$ cat config.mk
export PLATFORM = sky130hd
export DESIGN_NAME = conv_mac_sequencer
export DESIGN_NICKNAME = d
export VERILOG_FILES = /design/src/rtl/conv_mac_sequencer.sv
export SDC_FILE = /design/constraint.sdc
export NUM_CORES = 2
export LEC_CHECK = 0
export CORE_ASPECT_RATIO = 1.5
export CORE_MARGIN = 2
export CORE_UTILIZATION = 50
export DETAILED_ROUTE_END_ITERATION = 6
export PLACE_DENSITY_LB_ADDON = 0.15
export SLEW_MARGIN = 5
export SYNTH_ARGS = -nofsm -noshare
export SYNTH_HDL_FRONTEND = slang
export SYNTH_SLANG_ARGS = --single-unit
$ cat constraint.sdc
create_clock -name clk -period 13.28 [get_ports clk]
set_input_delay 2.656 -clock clk [delete_from_list [all_inputs] [get_ports clk]]
set_output_delay 2.656 -clock clk [all_outputs]
set_load 0.03 [all_outputs]
$ cat src/rtl/conv_mac_sequencer.sv
// conv_mac_sequencer
//   Control and compute stage that sits behind the sliding-window memory.
//   For every output window it walks K*K taps. Each tap follows the same pattern:
//   pulse step, wait for the read data, then multiply-accumulate image x weight
//   on every lane. When the window is finished it writes the saturated per-lane
//   result into the simple memory. All NUM_UNITS lanes run in lockstep under one FSM.
//
// Ports
//   clk                clock, all logic on rising edge
//   reset              synchronous, active-high
//   start              single-cycle request, only honoured while idle
//   kernel_dim         kernel side K (taps per window = K*K), latched on start
//   num_outputs        windows to compute, latched on start
//   out_addr_base      simple-memory address of window 0, latched on start
//   en, read_mem1/2    memory enables, equal to busy
//   step               one-cycle advance pulse to both window readers
//   mem1_data          per-lane image taps
//   mem2_data          per-lane weight taps
//   simple_write       one-cycle write strobe
//   simple_write_addr  per-lane write address (all lanes equal), held between writes
//   simple_write_data  per-lane saturated result, held between writes
//   busy               high in every state except idle
//   done               one-cycle completion pulse

module conv_mac_sequencer #(
    parameter int DATA_WIDTH   = 16,
    parameter int IMAGE_WIDTH  = 4,
    parameter int IMAGE_HEIGHT = 4,
    parameter int NUM_UNITS    = 2,
    parameter int MEM_DEPTH    = IMAGE_WIDTH * IMAGE_HEIGHT,
    parameter int ACC_WIDTH    = 2 * DATA_WIDTH + 8,
    parameter int READ_LATENCY = 1,
    localparam int AW          = $clog2(MEM_DEPTH),
    localparam int KW          = $clog2(IMAGE_WIDTH)
) (
    input  logic                            clk,
    input  logic                            reset,
    input  logic                            start,
    input  logic [KW-1:0]                   kernel_dim,
    input  logic [AW:0]                     num_outputs,
    input  logic [AW-1:0]                   out_addr_base,
    output logic                            en,
    output logic                            read_mem1,
    output logic                            read_mem2,
    output logic                            step,
    input  logic [NUM_UNITS*DATA_WIDTH-1:0] mem1_data,
    input  logic [NUM_UNITS*DATA_WIDTH-1:0] mem2_data,
    output logic                            simple_write,
    output logic [NUM_UNITS*AW-1:0]         simple_write_addr,
    output logic [NUM_UNITS*DATA_WIDTH-1:0] simple_write_data,
    output logic                            busy,
    output logic                            done
);

    // K*K always fits in 2*KW bits because K <= 2^KW - 1.
    localparam int TW = 2 * KW;
    localparam int WW = (READ_LATENCY < 2) ? 1 : $clog2(READ_LATENCY + 1);

    localparam logic signed [ACC_WIDTH-1:0] SAT_MAX =
        {{(ACC_WIDTH-DATA_WIDTH+1){1'b0}}, {(DATA_WIDTH-1){1'b1}}};
    localparam logic signed [ACC_WIDTH-1:0] SAT_MIN =
        {{(ACC_WIDTH-DATA_WIDTH+1){1'b1}}, {(DATA_WIDTH-1){1'b0}}};

    typedef enum logic [2:0] {
        S_IDLE,
        S_ISSUE,
        S_WAIT,
        S_ACC,
        S_WRITE,
        S_DONE
    } state_t;

    state_t r_state;
    state_t w_state_next;

    logic [KW-1:0]  r_k;
    logic [AW:0]    r_num;
    logic [AW:0]    r_win;
    logic [AW-1:0]  r_addr;
    logic [TW-1:0]  r_tap;
    logic [WW-1:0]  r_wait;
    logic [NUM_UNITS*AW-1:0]         r_wr_addr_hold;
    logic [NUM_UNITS*DATA_WIDTH-1:0] r_wr_data_hold;

    logic [TW-1:0]  w_taps_total;
    logic [TW-1:0]  w_tap_inc;
    logic [AW:0]    w_win_inc;
    logic [AW-1:0]  w_base_mod;
    logic [AW-1:0]  w_addr_inc;
    logic           w_start_go;
    logic [NUM_UNITS*DATA_WIDTH-1:0] w_sat_bus;

    assign w_taps_total = TW'(r_k) * TW'(r_k);
    assign w_tap_inc    = r_tap + 1'b1;
    assign w_win_inc    = r_win + 1'b1;
    assign w_start_go   = (r_state == S_IDLE) && start;

    // The base can only exceed the depth when the depth is not a power of two.
    // In that case a single subtraction is enough to bring it into range.
    assign w_base_mod = ({1'b0, out_addr_base} >= (AW+1)'(MEM_DEPTH))
                      ? AW'({1'b0, out_addr_base} - (AW+1)'(MEM_DEPTH))
                      : out_addr_base;
    assign w_addr_inc = (r_addr == AW'(MEM_DEPTH - 1)) ? '0 : r_addr + 1'b1;

    // ---------------- FSM state register ----------------
    always_ff @(posedge clk) begin
        if (reset) begin
            r_state <= S_IDLE;
        end else begin
            r_state <= w_state_next;
        end
    end

    // ---------------- FSM next state and strobes ----------------
    always_comb begin
        w_state_next = r_state;
        busy         = 1'b1;
        step         = 1'b0;
        simple_write = 1'b0;
        done         = 1'b0;
        case (r_state)
            S_IDLE: begin
                busy = 1'b0;
                if (start) begin
                    if (kernel_dim == '0 || num_outputs == '0) begin
                        w_state_next = S_DONE;
                    end else begin
                        w_state_next = S_ISSUE;
                    end
                end
            end
            S_ISSUE: begin
                step         = 1'b1;
                w_state_next = S_WAIT;
            end
            S_WAIT: begin
                if (r_wait == WW'(READ_LATENCY - 1)) begin
                    w_state_next = S_ACC;
                end
            end
            S_ACC: begin
                w_state_next = (w_tap_inc == w_taps_total) ? S_WRITE : S_ISSUE;
            end
            S_WRITE: begin
                simple_write = 1'b1;
                w_state_next = (w_win_inc == r_num) ? S_DONE : S_ISSUE;
            end
            S_DONE: begin
                done         = 1'b1;
                w_state_next = S_IDLE;
            end
            default: begin
                w_state_next = S_IDLE;
            end
        endcase
    end

    assign en        = busy;
    assign read_mem1 = busy;
    assign read_mem2 = busy;

    // During the write cycle the fresh values go out directly. At all other times
    // the values of the last write are held.
    assign simple_write_addr = simple_write ? {NUM_UNITS{r_addr}} : r_wr_addr_hold;
    assign simple_write_data = simple_write ? w_sat_bus : r_wr_data_hold;

    // ---------------- Job parameters and counters ----------------
    always_ff @(posedge clk) begin
        if (reset) begin
            r_k            <= '0;
            r_num          <= '0;
            r_win          <= '0;
            r_addr         <= '0;
            r_tap          <= '0;
            r_wait         <= '0;
            r_wr_addr_hold <= '0;
            r_wr_data_hold <= '0;
        end else begin
            if (w_start_go) begin
                r_k    <= kernel_dim;
                r_num  <= num_outputs;
                r_win  <= '0;
                r_addr <= w_base_mod;
                r_tap  <= '0;
            end
            if (r_state == S_ISSUE) begin
                r_wait <= '0;
            end else if (r_state == S_WAIT) begin
                r_wait <= r_wait + 1'b1;
            end
            if (r_state == S_ACC) begin
                r_tap <= w_tap_inc;
            end
            if (r_state == S_WRITE) begin
                r_tap          <= '0;
                r_win          <= w_win_inc;
                r_addr         <= w_addr_inc;
                r_wr_addr_hold <= {NUM_UNITS{r_addr}};
                r_wr_data_hold <= w_sat_bus;
            end
        end
    end

    // ---------------- Per-lane MAC and saturation ----------------
    generate
        for (genvar gi = 0; gi < NUM_UNITS; gi++) begin : g_lane
            logic signed [DATA_WIDTH-1:0]   w_a;
            logic signed [DATA_WIDTH-1:0]   w_b;
            logic signed [2*DATA_WIDTH-1:0] w_prod;
            logic signed [ACC_WIDTH-1:0]    w_prod_ext;
            logic signed [ACC_WIDTH-1:0]    r_acc;
            logic [DATA_WIDTH-1:0]          w_sat;

            assign w_a        = mem1_data[gi*DATA_WIDTH +: DATA_WIDTH];
            assign w_b        = mem2_data[gi*DATA_WIDTH +: DATA_WIDTH];
            assign w_prod     = w_a * w_b;
            assign w_prod_ext = {{(ACC_WIDTH-2*DATA_WIDTH){w_prod[2*DATA_WIDTH-1]}}, w_prod};

            always_ff @(posedge clk) begin
                if (reset) begin
                    r_acc <= '0;
                end else if (w_start_go || r_state == S_WRITE) begin
                    r_acc <= '0;
                end else if (r_state == S_ACC) begin
                    r_acc <= r_acc + w_prod_ext;
                end
            end

            always_comb begin
                w_sat = r_acc[DATA_WIDTH-1:0];
                if (r_acc > SAT_MAX) begin
                    w_sat = SAT_MAX[DATA_WIDTH-1:0];
                end else if (r_acc < SAT_MIN) begin
                    w_sat = SAT_MIN[DATA_WIDTH-1:0];
                end
            end

            assign w_sat_bus[gi*DATA_WIDTH +: DATA_WIDTH] = w_sat;
        end
    endgenerate

endmodule

==> impl_metrics.json <==
{
  "reg2reg_depth": 19,
  "crit_top_cell": "fa_1",
  "fin_nets": 4414,
  "syn_nets": 4392,
  "grt_max_degree": 72,
  "portBuffers": 124,
  "synthTopCellsByArea": "fa_1 43%, ha_1 9.5%, inv_1 9.3%, dfxtp_1 9.2%, nand2_1 5.5%",
  "cts_setup_buffers": 0,
  "dpl.hpwl_um": 64200,
  "instances_no_fill": 4247,
  "grt_overflow": 0,
  "synth_edf_count": 0,
  "yosysSeqAreaShare_pct": 9.16,
  "antenna_left": 0,
  "cts.path.max_buffers": 2,
  "path_max_fanout": 16,
  "syn_inst": 3421,
  "grt_pass1_wl_um": 126000,
  "crit_chain": "clkdlybuf4s50_1 -> nand2_1 -> inv_1 -> fa_1 -> fa_1 -> fa_1 -> inv_1 -> fa_1 -> inv_1 -> fa_1 -> fa_1 -> ha_1 -> a21o_1 -> a211oi_1 -> a2111o_1 -> a21oi_2 -> or2_4 -> a211oi_2 -> a21oi_1 -> xnor2_1 -> a21oi_1",
  "holdPathStages": 2,
  "min_to": "r_wr_data_hold[31]",
  "setup_viol": 0,
  "routedWlPerCell_um": 17.6,
  "synth_cell_type_count": 83,
  "slew_headroom_pct": 23.1,
  "firstDrtPassIters": 5,
  "antenna_found_initial": 0,
  "syn_to_final_growth_pct": 7.74,
  "cts-root-buf": "clkbuf_16",
  "cts_max_level": 4,
  "cp.arrival_ns": 9.86,
  "rrSetupSlack_ns": 7.63,
  "drive_gt1_share_pct": 2.81,
  "grt_pass1_vias": 24451,
  "critical-path-slowest-cell": "clkdlybuf4s50_1",
  "tightest_slew_ns": 1.15,
  "route.vias.total": 22060,
  "routed_via_density": 5.19,
  "path_class": "in -> reg",
  "fin_crit_ns": 9.57,
  "worstSkewPairLatency_ns": 0.44,
  "die_w_um": 206,
  "place_inst": 4215,
  "n_antenna_cell": 0,
  "start_kind": "input pin",
  "clkTransAtPathRegs_ns": 0.07,
  "cts_tree": "built",
  "fillers": 5622,
  "rows": 111,
  "postCtsHoldBufs": 0,
  "hold_violations": 0,
  "post_cts_resize_count": 0,
  "synth_area_um2": 30600,
  "rsz0062_at_grt": "no",
  "numCtsBuffers": 17,
  "hold_start": "r_wr_data_hold[31]",
  "drt_iter0_drc": 830,
  "dieHeight_um": 307,
  "drc_errors": 0,
  "groute.usage.overall_pct": 25.1,
  "post-route-period-util_pct": 72.0,
  "ys_ff_latch": 140,
  "r2r_start": "g_lane[0].r_acc[15]",
  "required_ns": 13.57,
  "slew_violations": 0,
  "holdCritPathClass": "reg -> reg",
  "fmax_mhz": 105,
  "reg2reg_to": "g_lane[0].r_acc[31]",
  "wirelength_um": 74900,
  "max_stage_delay_ns": 0.89,
  "synthArstFlopShare_pct": 0,
  "drv_cap": 0,
  "core_um2": 60800,
  "dieArea_um2": 63200,
  "status": "finished clean",
  "synth_largest_area_cell": "fa_1",
  "cts.sinks": 140,
  "synth_top_flop_cell": "dfxtp_1",
  "synth.avg_cell_area_um2": 8.94,
  "gp_congestion": 0.927,
  "yosysWarnings": 0,
  "ios": 125,
  "netlist.area_leader.share_pct": 43.2,
  "worst_clock_skew_ns": 0.00987,
  "setup_tns_ns": 0,
  "start_util_pct": 50.3,
  "cp-end-kind": "flop"
}
## area by class of cell
type                    count  area [um^2]  area share (%)
clock inverters            15          200           0.608
inverters                 759         2850            8.65
clock buffers              17          425            1.29
multi-input cells        2389        24400            73.9
repair buffers            136         1330            4.03
well taps                 791          990            3.00
flip-flops and latches    140         2800            8.51
## worst max-delay path, delay by kind of cell
kind	cells	cell delay, ns
adders and majority gates	7	3.79
buffers and inverters	4	1.36
and+or+nand+nor	2	0.53
xor gates and xnor gates	1	0.18
AOI/OAI and AO/OA	7	1.31
## worst max path at each step
stage,slack (ns),endpoint,cells past startpoint,start
6_report,3.71,g_lane[0].r_acc[39],21,mem1_data[15]
5_1_grt,3.28,g_lane[1].r_acc[38],23,mem1_data[31]
4_1_cts,3.68,g_lane[0].r_acc[39],21,mem2_data[1]
3_5_place_dp,3.21,g_lane[0].r_acc[39],21,mem2_data[1]
3_3_place_gp,3.28,g_lane[0].r_acc[39],21,mem1_data[15]
2_1_floorplan,4.65,g_lane[0].r_acc[39],21,mem2_data[1]
## cell usage in the layout (no fill, tap or decap), types with 17 or more instances in the layout
master,instances
and2_1,235
xnor2_1,56
xor2_1,25
nand4_1,22
nor3_1,28
inv_1,758
nand3_1,37
a21o_1,28
o21ai_0,51
clkdlybuf4s50_1,123
nor2_1,130
fa_1,660
a211oi_1,18
nor2b_1,39
nand2_1,448
a21oi_2,21
nor4_1,19
a21oi_1,162
dfxtp_1,140
ha_1,233
clkbuf_16,17
## metrics by stage
| stage | hold WS [ns] | cell area (um^2) | worst slack (ns) | util (%) |
|---|---|---|---|---|
| floorplan | 0.441 | 30600 | 4.65 | - |
| global placement | 0.453 | 32300 | 3.28 | 53.1 |
| detailed placement | 0.459 | 32300 | 3.21 | 53.1 |
| CTS | 0.468 | 32900 | 3.68 | 54.2 |
| global route | 0.495 | 32900 | 3.28 | 54.2 |
| finish | 0.464 | 32900 | 3.71 | 54.2 |
## state kept, by name, summed over array words and instances (netlist names)
| register | cells |
|---|---|
| g_lane.r_acc | 80 |
| r_wr_data_hold | 32 |
| r_num | 5 |
| r_win | 5 |
| r_addr | 4 |
| r_tap | 4 |
| r_wr_addr_hold | 4 |
| r_state | 3 |
| r_k | 2 |
| r_wait | 1 |
## cell usage after synthesis, types with 3 or more instances
cell	n
a2111o_1	3
a211oi_1	18
a21o_1	28
a21oi_1	162
a21oi_2	21
a31oi_1	12
a32oi_1	4
and2_1	235
and2b_1	3
and3_1	11
and4_1	4
buf_1	4
buf_2	16
buf_4	9
buf_6	4
clkbuf_1	99
dfxtp_1	140
fa_1	660
ha_1	233
inv_1	759
mux2i_1	12
nand2_1	449
nand2b_1	13
nand3_1	37
nand4_1	22
nor2_1	131
nor2b_1	39
nor3_1	28
nor3b_1	4
nor4_1	19
o211ai_1	6
o21a_1	6
o21ai_0	51
o21ai_1	13
o21bai_1	13
o22ai_1	4
o31ai_1	3
or3_1	6
or4_1	3
xnor2_1	56
xor2_1	25
## logic make-up after synthesis
logic type	Yosys count	share of synthesized area [%]
flip-flops	140	9.16
XOR/XNOR	81	2.32
AND/OR/NAND/NOR	1018	16.0
AO/OA/AOI/OAI	384	8.08
adder cells (fa/ha/maj)	893	52.7
multiplexers	13	0.430
buffers and inverters	892	11.3
## per-layer routing
metal | share of wire (%) | vias up | track usage (%) | wire [um]
met2 | 54 | 387 | 46.9 | 40200
met1 | 41 | 11156 | 30.5 | 30700
met3 | 2.1 | 110 | 1.24 | 1590
li1 | - | 10407 | - | -
met4 | 3.2 | 0 | 8.31 | 2410
met5 | 0 | - | 0 | 0
Power is not shown: default switching activity piles up to over one toggle a cycle in this logic, so the estimate is an artifact.
